--- src/rtl/sram_axi_bridge.sv ---
`default_nettype none
//============================================================================
// Module : sram_axi_bridge
// Brief  : Core inst/data SRAM-style ports to one single-beat AXI3 master,
//          one transaction in flight, data served before instruction.
// Rev    : 1.0  initial release
//============================================================================
module sram_axi_bridge #(
    parameter logic [3:0] INST_ID     = 4'd0,
    parameter logic [3:0] DATA_ID     = 4'd1,
    parameter bit         ADDR_MAP_EN = 1'b1
) (
    input  logic        clk,
    input  logic        rst,
    input  logic        inst_sram_en,
    input  logic [31:0] inst_sram_addr,
    output logic [31:0] inst_sram_rdata,
    output logic        inst_stall,
    input  logic        data_sram_en,
    input  logic [3:0]  data_sram_wen,
    input  logic [31:0] data_sram_addr,
    input  logic [31:0] data_sram_wdata,
    output logic [31:0] data_sram_rdata,
    output logic        data_stall,
    output logic [3:0]  arid,
    output logic [31:0] araddr,
    output logic [2:0]  arsize,
    output logic        arvalid,
    input  logic        arready,
    input  logic [3:0]  rid,
    input  logic [31:0] rdata,
    input  logic        rvalid,
    output logic        rready,
    output logic [3:0]  awid,
    output logic [31:0] awaddr,
    output logic [2:0]  awsize,
    output logic        awvalid,
    input  logic        awready,
    output logic [31:0] wdata,
    output logic [3:0]  wstrb,
    output logic        wvalid,
    input  logic        wready,
    input  logic        bvalid,
    output logic        bready
);

    localparam logic [2:0] c_ST_IDLE    = 3'd0;
    localparam logic [2:0] c_ST_RD_ADDR = 3'd1;
    localparam logic [2:0] c_ST_RD_DATA = 3'd2;
    localparam logic [2:0] c_ST_WR_REQ  = 3'd3;
    localparam logic [2:0] c_ST_WR_RESP = 3'd4;
    localparam logic [2:0] c_SIZE_WORD  = 3'b010;

    logic [2:0]  r_state;
    logic [2:0]  w_state_next;
    logic        r_inst_done;
    logic        r_data_done;
    logic [31:0] r_inst_rdata;
    logic [31:0] r_data_rdata;
    logic        r_arvalid;
    logic        r_awvalid;
    logic        r_wvalid;
    logic [3:0]  r_id;
    logic [31:0] r_addr;
    logic [3:0]  r_wstrb;
    logic [31:0] r_wdata;
    logic        w_inst_stall;
    logic        w_data_stall;
    logic        w_advance;
    logic        w_aw_ok;
    logic        w_w_ok;
    logic        w_rd_fire;
    logic        w_launch;
    logic [3:0]  w_unused_rid;

    // kseg0/kseg1 both alias the low 512 MB of physical space
    function automatic logic [31:0] f_translate(input logic [31:0] va);
        logic [31:0] pa;
        pa = va;
        if (ADDR_MAP_EN && (va[31:29] == 3'b100 || va[31:29] == 3'b101)) begin
            pa[31:29] = 3'b000;
        end
        return pa;
    endfunction

    assign w_inst_stall = inst_sram_en & ~r_inst_done;
    assign w_data_stall = data_sram_en & ~r_data_done;
    assign w_advance    = ~w_inst_stall & ~w_data_stall;
    assign w_aw_ok      = ~r_awvalid | awready;
    assign w_w_ok       = ~r_wvalid | wready;
    assign w_rd_fire    = (r_state == c_ST_RD_DATA) && rvalid;
    assign w_launch     = (r_state == c_ST_IDLE) && (w_data_stall || w_inst_stall);
    assign w_unused_rid = rid;

    always_comb begin
        w_state_next = r_state;
        case (r_state)
            c_ST_IDLE: begin
                if (w_data_stall) begin
                    w_state_next = (data_sram_wen == 4'b0000) ? c_ST_RD_ADDR : c_ST_WR_REQ;
                end else if (w_inst_stall) begin
                    w_state_next = c_ST_RD_ADDR;
                end
            end
            c_ST_RD_ADDR: if (arready) w_state_next = c_ST_RD_DATA;
            c_ST_RD_DATA: if (rvalid) w_state_next = c_ST_IDLE;
            c_ST_WR_REQ:  if (w_aw_ok && w_w_ok) w_state_next = c_ST_WR_RESP;
            c_ST_WR_RESP: if (bvalid) w_state_next = c_ST_IDLE;
            default:      w_state_next = c_ST_IDLE;
        endcase
    end

    always_ff @(posedge clk) begin
        if (!rst) r_state <= c_ST_IDLE;
        else      r_state <= w_state_next;
    end

    always_ff @(posedge clk) begin
        if (!rst) begin
            r_arvalid    <= 1'b0;
            r_awvalid    <= 1'b0;
            r_wvalid     <= 1'b0;
            r_inst_done  <= 1'b0;
            r_data_done  <= 1'b0;
            r_inst_rdata <= 32'h0;
            r_data_rdata <= 32'h0;
        end else begin
            r_arvalid <= (w_state_next == c_ST_RD_ADDR);
            // AW and W are launched together but retire independently
            if (r_state == c_ST_IDLE && w_state_next == c_ST_WR_REQ) begin
                r_awvalid <= 1'b1;
                r_wvalid  <= 1'b1;
            end else begin
                if (awready) r_awvalid <= 1'b0;
                if (wready)  r_wvalid  <= 1'b0;
            end
            if (w_advance) begin
                r_inst_done <= 1'b0;
                r_data_done <= 1'b0;
            end else begin
                if (w_rd_fire && r_id == DATA_ID) r_data_done <= 1'b1;
                if (w_rd_fire && r_id != DATA_ID) r_inst_done <= 1'b1;
                if (r_state == c_ST_WR_RESP && bvalid) r_data_done <= 1'b1;
            end
            if (w_rd_fire && r_id == DATA_ID) r_data_rdata <= rdata;
            if (w_rd_fire && r_id != DATA_ID) r_inst_rdata <= rdata;
        end
    end

    always_ff @(posedge clk) begin
        if (w_launch) begin
            if (w_data_stall) begin
                r_id    <= DATA_ID;
                r_addr  <= f_translate(data_sram_addr);
                r_wstrb <= data_sram_wen;
                r_wdata <= data_sram_wdata;
            end else begin
                r_id    <= INST_ID;
                r_addr  <= f_translate(inst_sram_addr);
            end
        end
    end

    assign inst_sram_rdata = r_inst_rdata;
    assign data_sram_rdata = r_data_rdata;
    assign inst_stall      = w_inst_stall;
    assign data_stall      = w_data_stall;
    assign arid            = r_id;
    assign araddr          = r_addr;
    assign arsize          = c_SIZE_WORD;
    assign arvalid         = r_arvalid;
    assign rready          = (r_state == c_ST_RD_DATA);
    assign awid            = r_id;
    assign awaddr          = r_addr;
    assign awsize          = c_SIZE_WORD;
    assign awvalid         = r_awvalid;
    assign wdata           = r_wdata;
    assign wstrb           = r_wstrb;
    assign wvalid          = r_wvalid;
    assign bready          = (r_state == c_ST_WR_RESP);

endmodule
`default_nettype wire

--- config.mk ---
export PLATFORM = sky130hd
export DESIGN_NAME = sram_axi_bridge
export DESIGN_NICKNAME = d
export VERILOG_FILES = /design/src/rtl/sram_axi_bridge.sv
export SDC_FILE = /design/constraint.sdc
export NUM_CORES = 1
export LEC_CHECK = 0
export ABC_AREA = 1
export BUFFER_PORTS_ARGS = -buffer_cell sky130_fd_sc_hd__buf_2
export CAP_MARGIN = 20
export CORE_AREA = 4 4 125 127
export DETAILED_ROUTE_END_ITERATION = 16
export DIE_AREA = 0 0 129 131
export PLACE_DENSITY_LB_ADDON = 0.12
export REMOVE_ABC_BUFFERS = 1
export SYNTH_ARGS = -nofsm -noshare
export SYNTH_HDL_FRONTEND = slang
export SYNTH_SLANG_ARGS = --single-unit
--- constraint.sdc ---
create_clock -name clk -period 2.4 [get_ports clk]
set_input_delay 0.48 -clock clk [delete_from_list [all_inputs] [get_ports clk]]
set_output_delay 0.48 -clock clk [all_outputs]
set_load 0.005 [all_outputs]
==> summary.md, run 1 <==
| Metric | Value |
|---|---|
| Post-CTS setup buffer count | `0` |
| Final ANT Viol Nets | `0` |
| Global router's overall resource usage | `0.190` |
| Max Root-Sink Buffers | `2` |
| Iteration-0 DRC Markers | `around 190` |
| Worst min path class | `primary input to flop` |
| PnR worst setup slack | `roughly 460 ps` |
| Core Area | `around 14000 µm²` |
| PortBufs | `313` |
| Hold_buf cts | `0` |
| Sequential Area | `roughly 3500 µm²` |
| Placement Setup Slack | `roughly 650 ps` |
| Vias per cell | `~4.3` |
| Inserted Clock Buffers | `17` |
| H-tree levels | `4` |
| Launching element of the worst setup path | `r_data_done` |
| Vias in the first global route | `4532` |
| Total congestion overflow | `0` |
| Most frequent cells in the layout | `buf_2 (313), nand2_1 (239), nor2_1 (139), inv_1 (89), dfxtp_1 (72)` |
| Critical R2R Launch | `r_state[1]` |
| Pleak | `roughly 4.4 nW` |
| First-pass GRT wire length | `24400 µm` |
| Initial Util | `0.408` |
| Syn-to-layout area delta | `35.0%` |
| Vias | `5027` |
| Pins Over Slew Limit | `0` |
| Reg2reg end | `wdata[26]` |
| Hold EP | `wdata[13]` |
| Post-CTS Resized | `0` |
| Detailed placement HPWL | `12700 µm` |
| Fin nets | `roughly 1.1k` |
| Hold depth | `1` |
| Hold path startpoint | `data_sram_wdata[13]` |
| RSZ-0062 raised after global routing | `false` |
| Final hold slack | `241 ps` |
| 1st-pass router iterations | `4` |
| CP max FO | `32` |
| Clock-pin slew on the worst setup and hold paths | `about 60 ps` |
| Syn_area_per_cell | `between 8 and 9 µm²` |
| Fin. Hold Viols | `0` |
| Gpl congestion | `0.793` |
| Initial antenna violation count | `5` |
| Req. time, crit path | `roughly 1900 ps` |
| P per Cell Area | `roughly 810 nW/µm²` |
| Share of cells above drive strength 1 | `0.360` |
| Status | `completed` |
| Fmax | `0.516 GHz` |
| Max-Cap Viols | `0` |
| Die height | `roughly 130 µm` |
| CP cell instances | `inv_1 -> nand2_1 -> inv_1 -> buf_4 -> buf_2` |
| Final setup violation count | `0` |
| WS Path Type | `flop to output port` |
| Fillers | `1392` |
| Period utilization | `0.808` |
| R2R depth | `6` |
| Netlist cell types | `19` |
| I/O pin total | `330` |
| Skew-Pair Late Insertion Delay | `around 410 ps` |
| Die ar. | `16900 µm²` |
| Register area share after synthesis | `0.597` |
| Setup Skew | `around 8.7 ps` |
| Arr. time, crit path | `1460 ps` |
| Largest net degree at the start of global routing | `66` |
| Area of the multi-input gates | `around 1600 µm²` |
| Clock Sinks | `between 100 and 150` |
| Most common cell after layout, fill and taps aside | `buf_2` |
| Synth Instances | `700` |
| DRT Wirelength | `16700 µm` |
| Slowest cell on crit path | `buf_4` |
| Tmin final | `~1900 ps` |
| CTS tree | `yes` |
| Remaining DRCs | `0` |
| CTS Root Cell | `clkbuf_16` |
| Startpoint types | `flop` |
| CP endpoint kind | `output port` |
| Routed length per instance | `~14 µm` |
| Mapped cell area | `around 5900 µm²` |
| Die width | `between 100 and 150 µm` |
| Std-Cell Rows | `44` |
| VDD IR-drop max | `approximately 0.42 mV` |
| Slowest stage delay, CP | `330 ps` |
| Synth warn | `0` |
| #FFs+latches synth | `around 140` |
| Crit path top cell by count | `inv_1` |
| R2R Setup Slk | `700 ps` |
[per-layer routing]
layer  global-route usage  wire (µm)  vias to the layer above
met5                    0          7                        -
met4               0.0673        216                        2
met3               0.0801       1770                       20
met2                0.324       8620                      195
met1                0.213       6050                     2207
li1                     -          -                     2603
[registers in the layout, summed over array words and instances (netlist names)]
signal / flops
araddr: 32
arid: 1
arvalid: 1
awvalid: 1
data_sram_rdata: 32
inst_sram_rdata: 32
r_data_done: 1
r_inst_done: 1
r_state: 3
wdata: 32
wstrb: 4
wvalid: 1
[cells by family (layout without fill, tap and decap cells)]
kind of cell    after synthesis  after routing  synth area share
simple gates                387            387             0.253
buf+inv                     161            444             0.140
other cells                   2             16           0.00128
compound gates                9              9           0.00893
flops                       141            141             0.597
[cell type report]
type	count	area share
clock inverter	14	0.0211
antenna	4	0.00126
sequential	141	0.442
tap	184	0.0290
multi-input combinational	408	0.199
clock buffer	18	0.0540
inverter	89	0.0420
timing repair buffer	323	0.211
[Yosys cell counts]
cell type,instances,area share
inv_1,89,0.057
o211ai_1,1,0.0013
a21oi_1,4,0.0034
nand3_1,4,0.0034
nand3_2,2,0.0034
nand4_1,2,0.0021
buf_4,45,0.057
nor3_4,1,0.0028
nor2_1,139,0.089
a21oi_2,1,0.0015
buf_2,6,0.0051
buf_6,6,0.011
conb_1,2,0.0013
edfxtp_1,69,0.35
dfxtp_1,72,0.24
nand2_1,239,0.15
o22ai_1,1,0.0011
clkbuf_1,15,0.0096
o21ai_0,2,0.0017
[worst max-delay path by stage]
stage | to | cells after the start
CTS | data_stall | 5
detailed placement | wdata[20] | 6
finish | data_stall | 5
global placement | wdata[11] | 6
global route | data_stall | 5
floorplan | arvalid | 7
[report_power, final]
part	internal [W]	leakage, nW	switching, W
clock	0.00163	0.280	0.00101
sequential	0.00281	1.25	0.000103
combinational	0.000401	2.88	0.000515
[critical path: cells and delay by family (launching register included)]
family / cells / cell delay, ps
buffers and inverters: 4 / 670
DFF: 1 / 290
and+or+nand+nor: 1 / 80
[per-stage QoR]
step | setup TNS, ps | total power (W) | std cells | area (µm²) | util
floorplan | -18730 | 0.00332 | 638 | 5430 | -
global placement | 0 | 0.00390 | 1145 | 7340 | 0.509
detailed placement | 0 | 0.00390 | 1145 | 7340 | 0.509
CTS | 0 | 0.00657 | 1177 | 7940 | 0.550
global route | 0 | 0.00680 | 1181 | 7950 | 0.551
finish | 0 | 0.00648 | 1181 | 7950 | 0.551
Power figures use the tool's default switching activity.
==> inputs of run 2 (changes only) <==
==> constraint.sdc (replaced) <==
create_clock -name clk -period 1.9 [get_ports clk]
set_input_delay 0.38 -clock clk [delete_from_list [all_inputs] [get_ports clk]]
set_output_delay 0.38 -clock clk [all_outputs]
set_load 0.005 [all_outputs]
==> summary.md, run 2 (same netlist as run 1, synthesis figures left out) <==
| Metric | Value |
|---|---|
| First-pass GRT wire length | `23500 µm (-3.4%)` |
| Inst Count DP | `1143 (-0.17%)` |
| Final setup violation count | `0 (unchanged)` |
| Initial antenna violation count | `3 (-2)` |
| Post-CTS setup buffer count | `0 (unchanged)` |
| 1st-pass router iterations | `6 (+2)` |
| Global router's overall resource usage | `0.185 (-0.00423)` |
| Tmin final | `around 1800 ps` |
| Hold path startpoint | `data_sram_wdata[9]` |
| Req. time, crit path | `1520 ps (-400 ps)` |
| Pleak | `4.42 nW (+0.29%)` |
| Critical R2R Launch | `r_state[0]` |
| Status | `completed` |
| Syn-to-layout area delta | `35.8%` |
| I/O pin total | `330 (unchanged)` |
| CTS tree | `yes` |
| Fin nets | `1123 (-0.18%)` |
| Slowest cell on crit path | `dfxtp_1` |
| CTS Root Cell | `clkbuf_16` |
| Hold depth | `1 (unchanged)` |
| CP max FO | `5 (-84%)` |
| DRT Wirelength | `16600 µm (-0.43%)` |
| R2R Setup Slk | `370 ps (-330 ps)` |
| Die width | `129 µm (unchanged)` |
| Clock Sinks | `141 (unchanged)` |
| Final Core Density | `0.554 (+0.00330)` |
| P per Cell Area | `1040 nW/µm² (+28%)` |
| Total congestion overflow | `0 (unchanged)` |
| H-tree levels | `4 (unchanged)` |
| Routed length per instance | `14.1 µm (-0.18%)` |
| Max Root-Sink Buffers | `2 (unchanged)` |
| Detailed placement HPWL | `12400 µm (-2.4%)` |
| R2R depth | `6 (unchanged)` |
| Final ANT Viol Nets | `0 (unchanged)` |
| Die ar. | `16900 µm² (unchanged)` |
| Startpoint types | `flop` |
| Arr. time, crit path | `1380 ps (-80 ps)` |
| Remaining DRCs | `0 (unchanged)` |
| Core Area | `14400 µm² (unchanged)` |
| Largest net degree at the start of global routing | `68 (+3.0%)` |
| Setup Skew | `6.85 ps (-1.86 ps)` |
| Vias | `4957 (-1.4%)` |
| Worst min path class | `primary input to flop` |
| CP endpoint kind | `output port` |
| Initial Util | `0.408 (unchanged)` |
| Die height | `131 µm (unchanged)` |
| Fin. Hold Viols | `0 (unchanged)` |
| Share of cells above drive strength 1 | `0.358 (-0.00129)` |
| PortBufs | `313 (unchanged)` |
| WS Path Type | `flop to output port` |
| Vias in the first global route | `4324 (-4.6%)` |
| Slowest stage delay, CP | `440 ps (+110 ps)` |
| Period utilization | `0.927` |
| Pins Over Slew Limit | `0 (unchanged)` |
| Fmax | `between 0.5 and 0.6 GHz` |
| Vias per cell | `4.21 (-1.1%)` |
| VDD IR-drop max | `0.545 mV (+31%)` |
| Most frequent cells in the layout | `buf_2 (313), nand2_1 (239), nor2_1 (139), inv_1 (89), dfxtp_1 (72)` |
| Inserted Clock Buffers | `17 (unchanged)` |
| Most common cell after layout, fill and taps aside | `buf_2` |
| Reg2reg end | `data_sram_rdata[10]` |
| Clock-pin slew on the worst setup and hold paths | `60 ps (about the same)` |
| Std-Cell Rows | `44 (unchanged)` |
| Skew-Pair Late Insertion Delay | `410 ps (about the same)` |
| RSZ-0062 raised after global routing | `false` |
| Max-Cap Viols | `0 (unchanged)` |
| Fillers | `1401 (+0.65%)` |
| CP cell instances | `inv_1 -> nor2_1 -> buf_2` |
| Non-Filler Instances | `1178 (-0.25%)` |
| Final hold slack | `142 ps (-99.0 ps)` |
| Hold EP | `wdata[9]` |
| Gpl congestion | `0.793 (about the same)` |
| Iteration-0 DRC Markers | `252 (+36%)` |
run 2: cell count changes in the layout (fill, tap and decap cells not counted), sizes merged:
cell / before / now
clkinv: 5 / 2
buf: 323 / 321
bufinv: 3 / 4
clkinvlp: 4 / 5
diode: 4 / 3
inv: 91 / 92
run 2: worst max path at each step:
stage,slack [ps],endpoint,cells after the start,start
after floorplan,-930,arvalid,7,data_sram_en
after global placement,370,data_stall,5,data_sram_en
after detailed placement,380,data_stall,5,data_sram_en
after CTS,50,data_stall,5,r_data_done
after global routing,10,data_stall,5,r_data_done
final,140,bready,3,r_state[2]
run 2: timing repair:
action,4_1_cts,5_1_grt
gates resized for setup,0,1
setup endpoints to repair,0,1
hold buffers,0,0
run 2: power by group:
part | leakage [nW] | internal, W | switching (W)
clock network | 0.287 | 0.00220 | 0.00128
registers | 1.25 | 0.00355 | 0.000131
logic | 2.89 | 0.000521 | 0.000651
run 2: layout make-up:
class | count | area, µm² | area share
tap | 184 | 230 | 0.0288
sequential | 141 | 3510 | 0.439
clock buffer | 18 | 429 | 0.0537
clock inverter | 14 | 191 | 0.0239
inverter | 89 | 334 | 0.0418
timing repair buffer | 321 | 1710 | 0.213
multi-input combinational | 408 | 1590 | 0.198
antenna | 3 | 7.51 | 0.000939
run 2: metal layers:
metal / part of all wire / GRT usage
met1: 0.37 / 0.205
met2: 0.51 / 0.327
met3: 0.10 / 0.0732
met4: 0.0087 / 0.0618
met5: 0.0014 / 0
run 2: metrics by stage:
stage | worst slack, ps | setup TNS, ps | total power [W] | area, µm²
final | 139 | 0 | 0.00834 | 8000
after global placement | 370 | 0 | 0.00494 | 7360
after floorplan | -933 | -42730 | 0.00419 | 5430
after global routing | 14.6 | 0 | 0.00874 | 7990
after CTS | 47.0 | 0 | 0.00846 | 7990
after detailed placement | 376 | 0 | 0.00495 | 7360
run 2: critical path: cells and delay by family, from the launching register on:
family / cells / cell delay, ps
flip-flops: 1 / 440
buffers and inverters: 2 / 300
AND/OR/NAND/NOR: 1 / 230
